### src/rtl/bldc_commutation.sv
// Six-step BLDC commutation: Hall code -> sector -> U/V phase current refs.
// Registered outputs, one clock of latency, saturating negation.
module bldc_commutation #(
    parameter int REG_SIZE = 16,
    parameter bit REVERSE  = 1'b0
) (
    input  logic                       clk,
    input  logic                       rst,
    input  logic                       enable,
    input  logic                       hall_1,
    input  logic                       hall_2,
    input  logic                       hall_3,
    input  logic signed [REG_SIZE-1:0] current_in,
    output logic signed [REG_SIZE-1:0] current_out_U,
    output logic signed [REG_SIZE-1:0] current_out_V,
    output logic                       hall_error
);

    localparam logic signed [REG_SIZE-1:0] S_MIN =
        {1'b1, {(REG_SIZE-1){1'b0}}};
    localparam logic signed [REG_SIZE-1:0] S_MAX =
        {1'b0, {(REG_SIZE-1){1'b1}}};
    localparam logic signed [REG_SIZE-1:0] S_ZERO = '0;

    // -MIN does not fit, so it clamps to MAX
    function automatic logic signed [REG_SIZE-1:0] neg_sat(
        input logic signed [REG_SIZE-1:0] x
    );
        if (x == S_MIN) begin
            return S_MAX;
        end
        return -x;
    endfunction

    logic [2:0]                 h;
    logic signed [REG_SIZE-1:0] pos_i;
    logic signed [REG_SIZE-1:0] neg_i;
    logic signed [REG_SIZE-1:0] u_tab;
    logic signed [REG_SIZE-1:0] v_tab;
    logic signed [REG_SIZE-1:0] u_nxt;
    logic signed [REG_SIZE-1:0] v_nxt;
    logic                       err_nxt;

    assign h     = {hall_1, hall_2, hall_3};
    assign pos_i = current_in;
    assign neg_i = neg_sat(current_in);

    // Sector lookup; 000 and 111 fall through to the error case
    always_comb begin
        u_tab   = S_ZERO;
        v_tab   = S_ZERO;
        err_nxt = 1'b0;
        unique case (1'b1)
            (h == 3'b101): begin
                u_tab = pos_i;
                v_tab = neg_i;
            end
            (h == 3'b100): begin
                u_tab = pos_i;
            end
            (h == 3'b110): begin
                v_tab = pos_i;
            end
            (h == 3'b010): begin
                u_tab = neg_i;
                v_tab = pos_i;
            end
            (h == 3'b011): begin
                u_tab = neg_i;
            end
            (h == 3'b001): begin
                v_tab = neg_i;
            end
            default: begin
                err_nxt = 1'b1;
            end
        endcase
    end

    // Direction flip after the lookup, then enable gating
    always_comb begin
        u_nxt = u_tab;
        v_nxt = v_tab;
        if (REVERSE) begin
            u_nxt = neg_sat(u_tab);
            v_nxt = neg_sat(v_tab);
        end
        if (!enable) begin
            u_nxt = S_ZERO;
            v_nxt = S_ZERO;
        end
    end

    // Output registers; reset overrides everything
    always_ff @(posedge clk) begin
        if (rst) begin
            current_out_U <= S_ZERO;
            current_out_V <= S_ZERO;
            hall_error    <= 1'b0;
        end else begin
            current_out_U <= u_nxt;
            current_out_V <= v_nxt;
            hall_error    <= err_nxt;
        end
    end

endmodule

### config.mk
export PLATFORM = sky130hd
export DESIGN_NAME = bldc_commutation
export DESIGN_NICKNAME = d
export VERILOG_FILES = /design/src/rtl/bldc_commutation.sv
export SDC_FILE = /design/constraint.sdc
export NUM_CORES = 1
export LEC_CHECK = 0
export BUFFER_PORTS_ARGS = -buffer_cell sky130_fd_sc_hd__buf_4
export CORE_MARGIN = 1.5
export CORE_UTILIZATION = 51
export DETAILED_ROUTE_END_ITERATION = 10
export PLACE_DENSITY = 0.78
export SETUP_SLACK_MARGIN = 0.3
export SYNTH_ARGS = -nofsm -noshare
export SYNTH_HDL_FRONTEND = slang
export SYNTH_SLANG_ARGS = --single-unit
### constraint.sdc
create_clock -name clk -period 2.36 [get_ports clk]
set_clock_uncertainty 0.05 [all_clocks]
set_input_delay 0.354 -clock clk [delete_from_list [all_inputs] [get_ports clk]]
set_output_delay 0.354 -clock clk [all_outputs]
set_load 0.02 [all_outputs]
==> impl_metrics.xml <==
<?xml version="1.0" encoding="UTF-8"?>
<metrics>
  <group name="outcome">
    <metric name="run_status" unit="">complete, no violations</metric>
  </group>
  <group name="synthesis">
    <metric name="synth_area_leaders" unit="">dfxtp_1 35%, a21oi_1 4.3%, nor4_4 3.4%</metric>
    <metric name="leading_area_contributor_after_synthesis" unit="">dfxtp_1</metric>
    <metric name="synth-edff-count" unit="">0</metric>
    <metric name="post_synth_top_area_share" unit="%">35.22</metric>
    <metric name="share_of_the_synthesized_area_in_compound_gates_ao_oa_aoi_oai" unit="%">28.29</metric>
    <metric name="per_instance_average_area_after_synthesis" unit="um^2">8.723</metric>
    <metric name="synth.cell_area" unit="um^2">1876</metric>
    <metric name="synth_xor_area_share" unit="%">0</metric>
    <metric name="post-synth-top-count-cell" unit="">dfxtp_1</metric>
    <metric name="ys_seq_area_share" unit="%">35.22</metric>
    <metric name="largest_family_of_logic_cells_by_synthesized_area" unit="">compound AO/OA/AOI/OAI gates</metric>
    <metric name="post_synth_num_cell_types" unit="">60</metric>
    <metric name="yosys-mux-area-fraction" unit="%">0</metric>
    <metric name="synth-seq-cells" unit="">33</metric>
    <metric name="synth_async_sr_flop_share" unit="%">0</metric>
    <metric name="synth_fp_nets" unit="">240</metric>
    <metric name="post_synth_and_or_nand_nor_area_fraction" unit="%">28.15</metric>
    <metric name="post_synth_fa_ha_maj_area_fraction" unit="%">2.001</metric>
    <metric name="synth.top_cells.by_count" unit="">33 x dfxtp_1, 16 x a21oi_1, 15 x nand2_1</metric>
    <metric name="synthCells" unit="">215</metric>
    <metric name="dominantRegCellSynth" unit="">dfxtp_1</metric>
    <metric name="synthesis.yosys.warnings" unit="">0</metric>
  </group>
  <group name="placed_design">
    <metric name="post_dp_cell_area" unit="um^2">2344</metric>
    <metric name="numPlacedInstances" unit="">309</metric>
    <metric name="dp_slack" unit="ns">0.2110</metric>
    <metric name="buffer_ports.inserted" unit="">54</metric>
    <metric name="dp_hpwl" unit="um">3791</metric>
    <metric name="routabilityCongestion" unit="">0.9451</metric>
  </group>
  <group name="routing">
    <metric name="top_layer_reached_by_signal_wires" unit="">met4</metric>
    <metric name="met2_wl" unit="um">2262</metric>
    <metric name="detailedRoute.firstPassIterationCount" unit="">4</metric>
    <metric name="drtAntennaViolNets" unit="">0</metric>
    <metric name="remaining_drc_errors" unit="">0</metric>
    <metric name="post_drt_wl_per_cell" unit="um">16.16</metric>
    <metric name="dr_total_vias" unit="">1936</metric>
    <metric name="vias_per_cell" unit="">6.107</metric>
    <metric name="detail_route.wirelength.met1" unit="um">2171</metric>
    <metric name="route.met3.wl" unit="um">540</metric>
    <metric name="drt-initial-drc-count" unit="">131</metric>
    <metric name="route.final.wire_length" unit="um">5123</metric>
  </group>
  <group name="sta">
    <metric name="hold_viol" unit="">0</metric>
    <metric name="fin_crit" unit="ns">1.901</metric>
    <metric name="post-route-period-util" unit="%">80.53</metric>
    <metric name="slew_headroom" unit="%">50.56</metric>
    <metric name="fin_setup_tns" unit="ns">0</metric>
    <metric name="worst-slew-pin-transition" unit="ns">0.7401</metric>
    <metric name="fin_ws" unit="ns">0.4594</metric>
    <metric name="fmax" unit="MHz">526.1</metric>
    <metric name="slew_violations" unit="">0</metric>
    <metric name="timing.final.setup_violations" unit="">0</metric>
    <metric name="rsz0062_at_grt" unit="">no</metric>
  </group>
  <group name="clock_tree">
    <metric name="h-tree-depth" unit="">2</metric>
    <metric name="ctsRootBufferMaster" unit="">clkbuf_8</metric>
    <metric name="cts_tree" unit="">done</metric>
    <metric name="cts.repair_timing.setup_buffer_count" unit="">0</metric>
    <metric name="cts_max_path_buffers" unit="">2</metric>
    <metric name="cts.reportedPaths.clkPinSlew" unit="ns">0.07</metric>
    <metric name="cts_num_sinks" unit="">33</metric>
    <metric name="post_cts_resized" unit="">0</metric>
    <metric name="number_of_cts_inserted_buffers" unit="">5</metric>
    <metric name="postCtsHoldBufs" unit="">0</metric>
  </group>
  <group name="power_and_ir_drop">
    <metric name="total_power" unit="mW">1.216</metric>
    <metric name="power_per_cell_area" unit="nW/um^2">500.6</metric>
    <metric name="vdd_drop_max" unit="V">0.0003424</metric>
    <metric name="power.static_leakage" unit="nW">1.033</metric>
  </group>
  <group name="cells_and_area">
    <metric name="area.growth.synth_to_final" unit="%">29.55</metric>
    <metric name="area_of_all_placed_cells_without_fillers" unit="um^2">2430</metric>
    <metric name="num_antenna_cells" unit="">0</metric>
    <metric name="nNetsFinal" unit="">295</metric>
    <metric name="final-instance-count-excl-fill" unit="">317</metric>
    <metric name="final.fill_count" unit="">299</metric>
    <metric name="layout-drive-gt1-share" unit="%">33.58</metric>
  </group>
  <group name="critical_path">
    <metric name="timing.critical_path.arrival" unit="ns">2.03</metric>
    <metric name="worst_path_largest_cell_delay" unit="ns">0.39</metric>
    <metric name="path_max_fanout" unit="">10</metric>
    <metric name="worst_setup_path_end_kind" unit="">flop</metric>
    <metric name="critical_path_class" unit="">input pin to flop</metric>
    <metric name="worstPathRequired" unit="ns">2.49</metric>
    <metric name="cp_cell_sequence" unit="">buf_4, inv_1, ha_1, nor3b_1, nand4_2, a41o_1, a21o_1</metric>
    <metric name="worstSetupStartpointType" unit="">input pin</metric>
    <metric name="critical_path.slowest_cell" unit="">nor3b_1</metric>
  </group>
  <group name="floorplanning">
    <metric name="boundaryPins" unit="">55</metric>
    <metric name="dieWidth" unit="um">63.64</metric>
    <metric name="std_cell_rows" unit="">21</metric>
    <metric name="placeableCoreArea" unit="um^2">3442</metric>
    <metric name="dieHeight" unit="um">63.64</metric>
    <metric name="effective_utilization_at_floorplan" unit="%">54.49</metric>
    <metric name="die_area" unit="um^2">4050</metric>
  </group>
  <group name="global_route">
    <metric name="grt_start_max_net_pins" unit="">13</metric>
    <metric name="grt_antenna_before_repair" unit="">0</metric>
    <metric name="grt_util_all_layers" unit="%">27.32</metric>
    <metric name="grt_first_pass_wirelength" unit="um">8611</metric>
    <metric name="grt_overflow_total" unit="">0</metric>
    <metric name="grt_pass1_vias" unit="">1794</metric>
  </group>
  <group name="hold_path">
    <metric name="hold_path_depth" unit="">2</metric>
    <metric name="holdCritPathClass" unit="">input pin to flop</metric>
    <metric name="whs_endpoint" unit="">hall_error$_SDFF_PP0_</metric>
    <metric name="hold_path_startpoint" unit="">rst</metric>
  </group>
  <group name="run">
    <metric name="max_capacitance_violation_total" unit="">0</metric>
  </group>
</metrics>
[metrics by stage]
stage | util (%) | hold slack, ns
final | 70.59 | 0.2011
after global routing | 70.59 | 0.2066
after CTS | 70.59 | 0.2052
after detailed placement | 68.08 | 0.5070
after global placement | 68.08 | 0.5035
after floorplan | - | 0.3731
[layout make-up]
type	instances	area, um^2	area share, %
multi-input cells	155	1096	45.11
flip-flops and latches	33	660.6	27.19
repair buffers	66	495.5	20.39
clock buffers	5	68.82	2.832
well taps	46	57.56	2.369
inverters	9	33.78	1.390
clock inverters	3	17.52	0.7209
[power breakdown]
group | total (mW) | switching [mW] | leakage (nW) | internal (mW)
Combinational | 0.231 | 0.135 | 0.721 | 0.0953
Clock | 0.409 | 0.206 | 0.0439 | 0.203
Sequential | 0.577 | 0.00397 | 0.268 | 0.573
Total | 1.22 | 0.345 | 1.03 | 0.871
[worst max path at each step]
stage | startpoint | endpoint | slack, ns | cells past startpoint
after floorplan | hall_1 | current_out_U[15]$_SDFF_PP0_ | 0.60 | 7
after global placement | current_in[1] | current_out_U[15]$_SDFF_PP0_ | 0.33 | 7
after detailed placement | current_in[1] | current_out_U[15]$_SDFF_PP0_ | 0.21 | 7
after CTS | current_in[1] | current_out_U[15]$_SDFF_PP0_ | 0.50 | 7
after global routing | current_in[1] | current_out_U[15]$_SDFF_PP0_ | 0.37 | 7
final | current_in[1] | current_out_U[15]$_SDFF_PP0_ | 0.46 | 7
[worst max-delay path: cells and delay by family]
kind	cells	cell delay [ns]
simple gates	2	0.75
compound gates	2	0.49
buf+inv	2	0.19
fa+ha+maj	1	0.23
[per-layer routing]
layer  track usage, %  vias up
li1                 -      921
met1            36.51      875
met2            41.32      124
met3            6.607       16
met4            12.77        0
met5                0        -
[registers in the layout (all words and copies together), names as in the netlist]
signal and cells:
current_out_U 16, hall_error 1, current_out_V 16
[layout by cell type, fill, tap and decap left out, drive strengths merged, types with 2 or more instances in the layout]
cell,instances
nor3,6
o311ai,2
a21o,4
nand3,6
dfxtp,33
and3,2
a21oi,16
and2,2
nor2,10
or3,8
inv,9
nand2,15
clkinv,2
buf,66
o21a,3
ha,3
o32ai,5
clkbuf,5
o22ai,3
nor4,5
a211o,2
or4,4
nand2b,5
and4,3
a32o,4
o41ai,2
nand4,3
nor2b,3
o21ai,16
o2bb2ai,3
a22o,3
nor3b,2
a31oi,3
[kinds of logic (layout without fill, tap and decap cells)]
logic type / Yosys count / after routing
buffers and inverters: 27 / 83
AOI/OAI and AO/OA: 75 / 75
and+or+nand+nor: 77 / 77
DFF: 33 / 33
adders and majority gates: 3 / 3
(Power assumes the default switching activity.)
